$ cat config.mk
export PLATFORM = sky130hd
export DESIGN_NAME = pwr_seq_arbiter
export DESIGN_NICKNAME = d
export VERILOG_FILES = /design/src/rtl/pwr_seq_pkg.sv /design/src/rtl/pwr_rr_arbiter.sv /design/src/rtl/pwr_seq_arbiter.sv
export SDC_FILE = /design/constraint.sdc
export NUM_CORES = 1
export LEC_CHECK = 0
export BUFFER_PORTS_ARGS = -buffer_cell sky130_fd_sc_hd__clkbuf_2
export CORE_MARGIN = 10
export CORE_UTILIZATION = 45
export DETAILED_ROUTE_END_ITERATION = 6
export PLACE_DENSITY = 0.77
export SKIP_LAST_GASP = 1
export SLEW_MARGIN = 5
export SYNTH_ARGS = -nofsm -noshare
export SYNTH_HDL_FRONTEND = slang
export SYNTH_SLANG_ARGS = --single-unit
$ cat constraint.sdc
create_clock -name CLK -period 4.3 [get_ports CLK]
set_input_delay 0.645 -clock CLK [delete_from_list [all_inputs] [get_ports CLK]]
set_output_delay 0.645 -clock CLK [all_outputs]
set_load 0.01 [all_outputs]
$ cat src/rtl/pwr_seq_pkg.sv
// Shared types and constants for the power-sequencing arbiter.
package pwr_seq_pkg;

    typedef enum logic [2:0] {
        S_IDLE   = 3'd0,
        S_DN_ISO = 3'd1,
        S_DN_RET = 3'd2,
        S_DN_PSW = 3'd3,
        S_UP_PSW = 3'd4,
        S_UP_RST = 3'd5,
        S_UP_ISO = 3'd6
    } pwr_state_e;

    // Steady {iso, ret, pse} encodings.
    localparam logic [2:0] PWR_ON  = 3'b001;
    localparam logic [2:0] PWR_OFF = 3'b110;

    function automatic int pwr_clog2(input int n);
        int r;
        r = 0;
        while ((1 << r) < n) r = r + 1;
        return r;
    endfunction

endpackage

$ cat src/rtl/pwr_rr_arbiter.sv
// Combinational round-robin pick: first set bit of pend at or after ptr+1, wrapping.
module pwr_rr_arbiter
    import pwr_seq_pkg::*;
#(
    parameter int N_DOM = 4,
    parameter int ID_W  = pwr_clog2(N_DOM)
) (
    input  logic [N_DOM-1:0] pend,
    input  logic [ID_W-1:0]  ptr,
    output logic [ID_W-1:0]  gnt_id,
    output logic             gnt_vld
);

    logic [ID_W-1:0] idx;

    always_comb begin
        gnt_id  = '0;
        gnt_vld = 1'b0;
        idx     = ptr;
        for (int i = 0; i < N_DOM; i++) begin
            idx = (idx == ID_W'(N_DOM - 1)) ? '0 : idx + 1'b1;
            if (pend[idx] && !gnt_vld) begin
                gnt_id  = idx;
                gnt_vld = 1'b1;
            end
        end
    end

endmodule

$ cat src/rtl/pwr_seq_arbiter.sv
// Single-sequence power-gating scheduler for N_DOM domains.
// Optional PWR_SEQ_WAKE_PRIO_EN: pending power-ups win over pending power-downs.
module pwr_seq_arbiter
    import pwr_seq_pkg::*;
#(
    parameter int  N_DOM    = 4,
    parameter int  STEP_DLY = 4,
    parameter int  CNT_W    = 4,
    localparam int ID_W     = pwr_clog2(N_DOM)
) (
    input  logic             CLK,
    input  logic             RST_N,
    input  logic [N_DOM-1:0] req_off,
    output logic [N_DOM-1:0] iso_en,
    output logic [N_DOM-1:0] ret_en,
    output logic [N_DOM-1:0] pse,
    output logic [N_DOM-1:0] dom_off,
    output logic             busy,
    output logic [ID_W-1:0]  grant_id,
    output logic             done
);

    if (STEP_DLY < 1) begin : g_bad_dly
        $error("pwr_seq_arbiter: STEP_DLY must be at least 1");
    end
    if ((1 << CNT_W) <= STEP_DLY) begin : g_bad_cnt
        $error("pwr_seq_arbiter: CNT_W too narrow for STEP_DLY");
    end
    if (N_DOM < 2 || N_DOM > 8) begin : g_bad_ndom
        $error("pwr_seq_arbiter: N_DOM must be 2..8");
    end

    localparam logic [CNT_W-1:0] CNT_RLD = CNT_W'(STEP_DLY - 1);

    pwr_state_e       state_q, state_d;
    logic [CNT_W-1:0] cnt_q, cnt_d;
    logic [ID_W-1:0]  ptr_q, ptr_d;
    logic [ID_W-1:0]  gid_q, gid_d;
    logic             busy_q, busy_d;
    logic             done_q, done_d;
    logic [N_DOM-1:0] iso_q, iso_d, ret_q, ret_d, pse_q, pse_d, off_q, off_d;

    logic [N_DOM-1:0] pend;
    logic [ID_W-1:0]  gnt_id;
    logic             gnt_vld;

    assign pend = req_off ^ off_q;

`ifdef PWR_SEQ_WAKE_PRIO_EN
    logic [ID_W-1:0] up_id, dn_id;
    logic            up_vld, dn_vld;

    pwr_rr_arbiter #(.N_DOM(N_DOM), .ID_W(ID_W)) u_arb_wake (
        .pend(pend & off_q), .ptr(ptr_q), .gnt_id(up_id), .gnt_vld(up_vld));
    pwr_rr_arbiter #(.N_DOM(N_DOM), .ID_W(ID_W)) u_arb_sleep (
        .pend(pend & ~off_q), .ptr(ptr_q), .gnt_id(dn_id), .gnt_vld(dn_vld));

    assign gnt_id  = up_vld ? up_id : dn_id;
    assign gnt_vld = up_vld | dn_vld;
`else
    pwr_rr_arbiter #(.N_DOM(N_DOM), .ID_W(ID_W)) u_arb (
        .pend(pend), .ptr(ptr_q), .gnt_id(gnt_id), .gnt_vld(gnt_vld));
`endif

    always_ff @(posedge CLK or negedge RST_N) begin
        if (!RST_N) begin
            state_q <= S_IDLE;
            cnt_q   <= '0;
            ptr_q   <= ID_W'(N_DOM - 1);
            gid_q   <= '0;
            busy_q  <= 1'b0;
            done_q  <= 1'b0;
            iso_q   <= {N_DOM{PWR_ON[2]}};
            ret_q   <= {N_DOM{PWR_ON[1]}};
            pse_q   <= {N_DOM{PWR_ON[0]}};
            off_q   <= '0;
        end else begin
            state_q <= state_d;
            cnt_q   <= cnt_d;
            ptr_q   <= ptr_d;
            gid_q   <= gid_d;
            busy_q  <= busy_d;
            done_q  <= done_d;
            iso_q   <= iso_d;
            ret_q   <= ret_d;
            pse_q   <= pse_d;
            off_q   <= off_d;
        end
    end

    always_comb begin
        state_d = state_q;
        cnt_d   = cnt_q;
        ptr_d   = ptr_q;
        gid_d   = gid_q;
        busy_d  = busy_q;
        done_d  = 1'b0;
        iso_d   = iso_q;
        ret_d   = ret_q;
        pse_d   = pse_q;
        off_d   = off_q;
        case (state_q)
            S_IDLE: begin
                if (gnt_vld) begin
                    gid_d  = gnt_id;
                    ptr_d  = gnt_id;
                    busy_d = 1'b1;
                    cnt_d  = CNT_RLD;
                    if (off_q[gnt_id]) begin
                        state_d        = S_UP_PSW;
                        pse_d[gnt_id]  = 1'b1;
                    end else begin
                        state_d        = S_DN_ISO;
                        iso_d[gnt_id]  = 1'b1;
                    end
                end
            end
            default: begin
                if (cnt_q != '0) begin
                    cnt_d = cnt_q - 1'b1;
                end else begin
                    cnt_d = CNT_RLD;
                    case (state_q)
                        S_DN_ISO: begin state_d = S_DN_RET; ret_d[gid_q] = 1'b1; end
                        S_DN_RET: begin state_d = S_DN_PSW; pse_d[gid_q] = 1'b0; end
                        S_UP_PSW: begin state_d = S_UP_RST; ret_d[gid_q] = 1'b0; end
                        S_UP_RST: begin state_d = S_UP_ISO; iso_d[gid_q] = 1'b0; end
                        default: begin
                            // Final step of either direction: commit and release.
                            state_d      = S_IDLE;
                            cnt_d        = '0;
                            off_d[gid_q] = (state_q == S_DN_PSW);
                            done_d       = 1'b1;
                            busy_d       = 1'b0;
                        end
                    endcase
                end
            end
        endcase
    end

    assign iso_en   = iso_q;
    assign ret_en   = ret_q;
    assign pse      = pse_q;
    assign dom_off  = off_q;
    assign busy     = busy_q;
    assign grant_id = gid_q;
    assign done     = done_q;

endmodule
[After elaboration in Yosys (flattened, before gate mapping)]
Cells that the tools add are included.
Cells by class
  $add $sub $neg: 5
  $mul: 0
  divide/modulo/power cells: 0
  $lt $le $gt $ge: 8
  equal/unequal tests: 14
  shift operators: 0
  multiplexer cells: 54
  bitwise logic cells: 11
  reduce and logical (&&, ||, !) cells: 21
Operators with widths (count)
  $mux 4: 13
  $lt 2x3->1 const B: 6
  $mux 1: 18
  $mux 2: 9
  $and 4x4->4: 3
  $mux 3: 4
  $or 4x4->4: 3
  $pmux 3 s4: 1
  $bmux 1 s2: 5
  $reduce_and 3->1: 3
  $add 2x1->2 const B: 4
  $eq 2x2->1 const B: 4
  $pmux 4 s2: 1
  $reduce_and 4->1: 2
  $eq 3x2->1 const B: 2
  $eq 3x3->1 const B: 2
  $ne 2x2->1 const B: 3
  $reduce_bool 2->1: 3
  $logic_and 1x1->1: 5
  $bwmux 4: 1
  $demux 1 s2: 2
  $ge 2x1->1 const B: 2
  $ne 2x1->1 const B: 2
  $not 4->4: 1
  other kinds (9): 14
Storage, ports and cells
  register bits: 29
  bits in latches: 0
  bits in writable memories: 0
  bits in read-only memories: 0
  input bits: 6
  output and inout bits: 20
  logic and storage cells: 123
  memories: 0

[Logic depth before layout (Yosys ltp)]
  word-level depth: 22
  mapped depth: 7
  gate-level depth less buffers: 7

[Hierarchy]
From an unflattened synthesis, not the netlist that was laid out.
Second synthesis, totals
  cells, all modules: 160
  area total of the unflattened synthesis: 1579.0 µm²
Modules (own cells, without submodules)
  pwr_seq_arbiter: times used 1, cells each 146, area each 1495.2 µm², sequential area each 733.2 µm²
  pwr_rr_arbiter: times used 1, cells each 14, area each 83.8 µm², sequential area each 0.0 µm²

[Worst setup path before layout]
No wires, ideal clock.
  path type: input -> register
  start: input port req_off[0]
  end: register iso_q[0] (netlist: iso_en[0])
  library setup time: 96 ps
  data arrival time: 2095 ps
  data required time: 4204 ps
  slack: 2110 ps
  stages: 6
  buffers on the path: 0
  cells stage by stage: xnor2_1 > o22ai_1 > o32ai_4 > mux2_4 > nand2b_1 > o31ai_1
Between the ends
  word-level cells in the longest chain between the ends: 21
  elaborated cells on any way between the ends: 37
  those cells by class: order compare: 2; eq/ne: 2; mux: 23; bitwise: 2; reduce/logical: 8
Ends and longest elaborated chain
  start, declared: line pwr_seq_arbiter.sv:13  | input logic [N_DOM-1:0] req_off,
  $xor 4x4->4 (*): line pwr_seq_arbiter.sv:47  | assign pend = req_off ^ off_q;
  $bmux 1 s2: line pwr_rr_arbiter.sv:22  | if (pend[idx] && !gnt_vld) begin
  $mux 1 (implied by the code): line pwr_rr_arbiter.sv:22
  $mux 1: line pwr_rr_arbiter.sv:22
  $logic_not 1->1: line pwr_rr_arbiter.sv:22
  $logic_and 1x1->1: line pwr_rr_arbiter.sv:22
  $mux 1: line pwr_rr_arbiter.sv:22
  $logic_not 1->1: line pwr_rr_arbiter.sv:22
  [... 5 more ...]
  $lt 2x3->1 (implied by the code) / $ge 2x1->1 (equally long branches): line pwr_seq_arbiter.sv:114  | iso_d[gnt_id] = 1'b1;
  $logic_and 1x1->1 (implied by the code): line pwr_seq_arbiter.sv:114
  $mux 1 (implied by the code): line pwr_seq_arbiter.sv:114
  $demux 1 s2: line pwr_seq_arbiter.sv:114
  $or 4x4->4 (no line)
  $mux 4: line pwr_seq_arbiter.sv:109  | if (off_q[gnt_id]) begin
  $mux 4: line pwr_seq_arbiter.sv:104  | if (gnt_vld) begin
  $mux 4: line pwr_seq_arbiter.sv:102  | case (state_q)
  end signal, assigned: line pwr_seq_arbiter.sv:73  | iso_q <= {N_DOM{PWR_ON[2]}};
  end signal, assigned: line pwr_seq_arbiter.sv:84  | iso_q <= iso_d;
  end, declared: line pwr_seq_arbiter.sv:41  | logic [N_DOM-1:0] iso_q, iso_d, ret_q, ret_d, pse_q, pse_d, off_q, off_d;
Every way passes the cells marked *; elsewhere a longest branch is shown, timed or not. The select of a mux whose other input is x is not followed.
A chain may end at the register's enable or synchronous reset.

[Worst setup path in the final report]
  start: register ptr_q[0]
  end: register state_q[0]
Between the ends
  word-level cells in the longest chain between the ends: 19
  elaborated cells on any way between the ends: 41
  those cells by class: add/sub: 4; eq/ne: 5; mux: 25; reduce/logical: 7
Ends and longest elaborated chain
  start, declared: line pwr_seq_arbiter.sv:37  | logic [ID_W-1:0] ptr_q, ptr_d;
  start signal, assigned: line pwr_seq_arbiter.sv:69  | ptr_q <= ID_W'(N_DOM - 1);
  start signal, assigned: line pwr_seq_arbiter.sv:80  | ptr_q <= ptr_d;
  $add 2x1->2 / $eq 2x2->1 (equally long branches): line pwr_rr_arbiter.sv:21  | idx = (idx == ID_W'(N_DOM - 1)) ? '0 : idx + 1'b1;
  $mux 2 (*): line pwr_rr_arbiter.sv:21
  parallel branches: the longest is 17 deep, another holds $add 2x1->2
  end signal, assigned: line pwr_seq_arbiter.sv:78  | state_q <= state_d;
  end, declared: line pwr_seq_arbiter.sv:35  | pwr_state_e state_q, state_d;
Mark *: on every way between the ends. The select of a mux whose other input is x is not followed.

==> parameters.txt <==
Parameter                              Value

Timing
  TNS Setup ... 0 ps
  Relative slew slack ... 52.75%
  Hold violation count in the final report ... 0
  Count of endpoints failing setup in the final report ... 0
  Number of pins exceeding their max-slew limit in the final report ... 0
  RSZ-0062 raised after global routing ... no
  Period utilisation layout ... 54.28%
  FMAX ... 428.4 MHz
  Final min period ... 2334 ps
  Final setup slack of the worst path ... 1966 ps
  Clock Skews ... 8.644 ps
  Slew at the pin with the worst max-slew slack ... 708.7 ps

Logic synthesis
  Number of storage elements in the synthesis netlist ... 29
  Top cells by area, synth ... dfrtp_1 (39%), dfstp_2 (11%), o21ai_0 (7.4%)
  Number of nets produced by synthesis ... 164
  Biggest area consumer among synthesized cells ... dfrtp_1
  Distinct cells, synth ... 31
  Yosys warning total ... 0
  Cell area after synthesis ... 1485 µm²
  Number of cells produced by synthesis ... 155
  Top cell type's share of synthesized area ... 38.75%
  Seq/Total Area, Yosys ... 49.37%
  Average footprint of a synthesized cell ... 9.582 µm²

Setup path
  Critical Path AT ... 2560 ps
  Worst Path Max Fanout ... 8
  Worst setup path category ... reg -> reg
  Critical R2R Launch ... ptr_q[0]
  Endpoint class of the critical path ... flip-flop
  Crit path from ... ptr_q[0]
  Required time worst endpoint ... 4520 ps
  Type of element launching the critical path ... flip-flop

Clock network
  Number of post-CTS setup repair buffers ... 0
  CTS tree ... built
  Clock Path Buffers ... 2
  Clock latency on the worst-skew pair ... 330 ps
  H-tree depth reported by CTS ... 2
  Hold Buf Count CTS ... 0
  Clock transition at the registers of the reported paths ... 90 ps
  Root buffer cell ... clkbuf_4
  Clock buffer count from CTS ... 5
  Sinks on Clock Net ... 29
  Number of gates resized after cts ... 0

Power
  Total power density per cell area ... 658.8 nW/µm²
  Sequential cell fraction of total power ... 41.3%
  Net switching share of the total power ... 42.79%
  Total net switching power ... 0.4829 mW
  Internal Dissipation ... 0.6456 mW
  Worst vdd ir ... 0.3401 mV
  Total power draw ... 1.128 mW
  Leakage power total ... 0.7731 nW
  Gate power share ... 41.8%
  Portion of total power attributed to the clock network ... 16.9%

Route
  Total routed wirelength ... 3.525 mm
  ANT nets after route ... 0
  First-pass iteration count of the detailed router ... 5
  Wire length per cell after detailed routing ... 15.60 µm
  Number of remaining DRC errors ... 0
  Via count of the routed design ... 1,264
  Avg Vias per Cell ... 5.593
  Starting DRT DRC Count ... 95

GRT
  Met1 capacity usage during global routing ... 13.69%
  Met2 global-route usage ... 19.73%
  Global routing met3 resource utilization ... 4.263%
  Most used routing layer ... met2
  Wire length of the first global-routing pass ... 5.865 mm
  Maximum number of pins on one net before global-route repair ... 30
  Overall track demand over capacity in global routing ... 11.93%
  Overflow after GRT ... 0
  Antenna violations before repair ... 0
  Via count of the first global-routing pass ... 1,282

Placement
  Global placement routability congestion ... 0.7967
  DP Cell Count ... 218
  Placed wire-length estimate ... 2.698 mm
  Number of buffers inserted by port buffering ... 25
  Worst slack after detailed placement ... 1805 ps

Final layout
  Syn-to-layout area delta ... 15.33%
  Layout cells sized above 1 ... 25.27%
  Ant. Diodes ... 0
  Non-filler cells, final ... 226
  Number of nets in the layout ... 190

Floorplanning
  Row cnt ... 20
  Starting density of the core ... 47.86%
  Die span in x ... 77.45 µm
  Placeable core area ... 3103 µm²
  Die ar. ... 5999 µm²
  Height of the chip ... 77.45 µm
  I/O pin count ... 26

Worst hold path
  Path class of the lowest-slack min-delay path ... in -> async

Run
  Maximum capacitance violations ... 0

Outcome
  Outcome ... finished, final reports clean
-- cell type report --
| type | instances | area, µm² |
|---|---|---|
| Sequential cell | 29 | 733.2 |
| Clock buffer | 7 | 65.06 |
| Timing Repair Buffer | 25 | 125.1 |
| Inverter | 7 | 26.28 |
| Fill cell | 280 | 1390 |
| Multi-Input combinational cell | 113 | 703.2 |
| Clock inverter | 1 | 5.005 |
| Tap cell | 44 | 55.05 |
-- cells in the final DEF (no fill, tap or decap), drive strengths merged, types with 3 or more instances in the layout --
cell type and count:
a21o 3, a21oi 5, clkbuf 32, dfrtp 23
dfstp 6, ha 3, inv 7, mux2 6
nand2 19, nand2b 3, nand3 5, nor2 14
nor3 4, o21ai 22, o31ai 7, o41ai 3
xnor2 3
-- per-stage QoR --
stage               instance area (µm²)  util [%]  hold slack, ps
floorplan                          1485         -           349.4
global placement                   1643     52.94           460.1
detailed placement                 1643     52.94           465.1
CTS                                1713     55.20           363.7
global route                       1713     55.20           387.2
finish                             1713     55.20           342.6
-- synthesized netlist by cell type --
cell      number
nand3_1        5
mux2_4         2
mux2_2         4
mux2i_1        1
o31ai_1        7
a21o_1         3
xor2_1         2
a221o_1        1
inv_1          7
nor2b_1        2
a221oi_1       1
o32ai_4        1
nand2_1       19
a211oi_1       1
xnor2_1        3
dfrtp_1       23
o21bai_1       1
o41ai_1        3
and2_1         1
or3_1          1
o21ai_0       22
o22ai_1        2
dfstp_2        6
nor3_1         4
nor3b_1        1
a31oi_1        1
clkbuf_1       6
a21oi_1        5
nand2b_1       3
nor2_1        14
ha_1           3
-- layer usage --
metal	routed length [µm]	part of all wire, %	up-vias
met5	0	0	-
met4	74	2.1	0
met3	166	4.7	9
met2	1678	48	38
met1	1605	46	616
li1	-	-	601
-- critical path: stages (launching register included) --
cell	delay (ps)
dfstp_2	550
ha_1	160
inv_1	100
o21bai_1	170
a21oi_1	100
o22ai_1	580
mux2i_1	210
a221o_1	350
-- final timing paths --
path,endpoint,slack [ps],depth (start not counted)
worst max-delay path,state_q[0],1970,7
worst min-delay path,cnt_q[3],340,1
worst max register to register,state_q[0],1970,7
worst min register to register,ptr_q[0],480,2
max in group asynchronous,iso_en[2],3510,1
min in group CLK,ptr_q[0],480,2
-- cells by family after synthesis --
logic type	Yosys count	share of synthesized area, %
AOI/OAI and AO/OA	48	21.32
DFF	29	49.37
and+or+nand+nor	50	14.83
adders and majority gates	3	2.528
xor gates and xnor gates	5	2.949
muxes	7	5.729
buffers and inverters	13	3.286
-- power groups by stage --
| stage | registers (mW) | logic, mW | clock network (mW) |
|---|---|---|---|
| floorplan | 0.430 | 0.373 | 0 |
| global placement | 0.465 | 0.449 | 0 |
| detailed placement | 0.469 | 0.473 | 0 |
| CTS | 0.464 | 0.474 | 0.193 |
| global route | 0.480 | 0.533 | 0.208 |
| finish | 0.466 | 0.472 | 0.191 |
No activity file was read; power rests on OpenSTA's default activity.
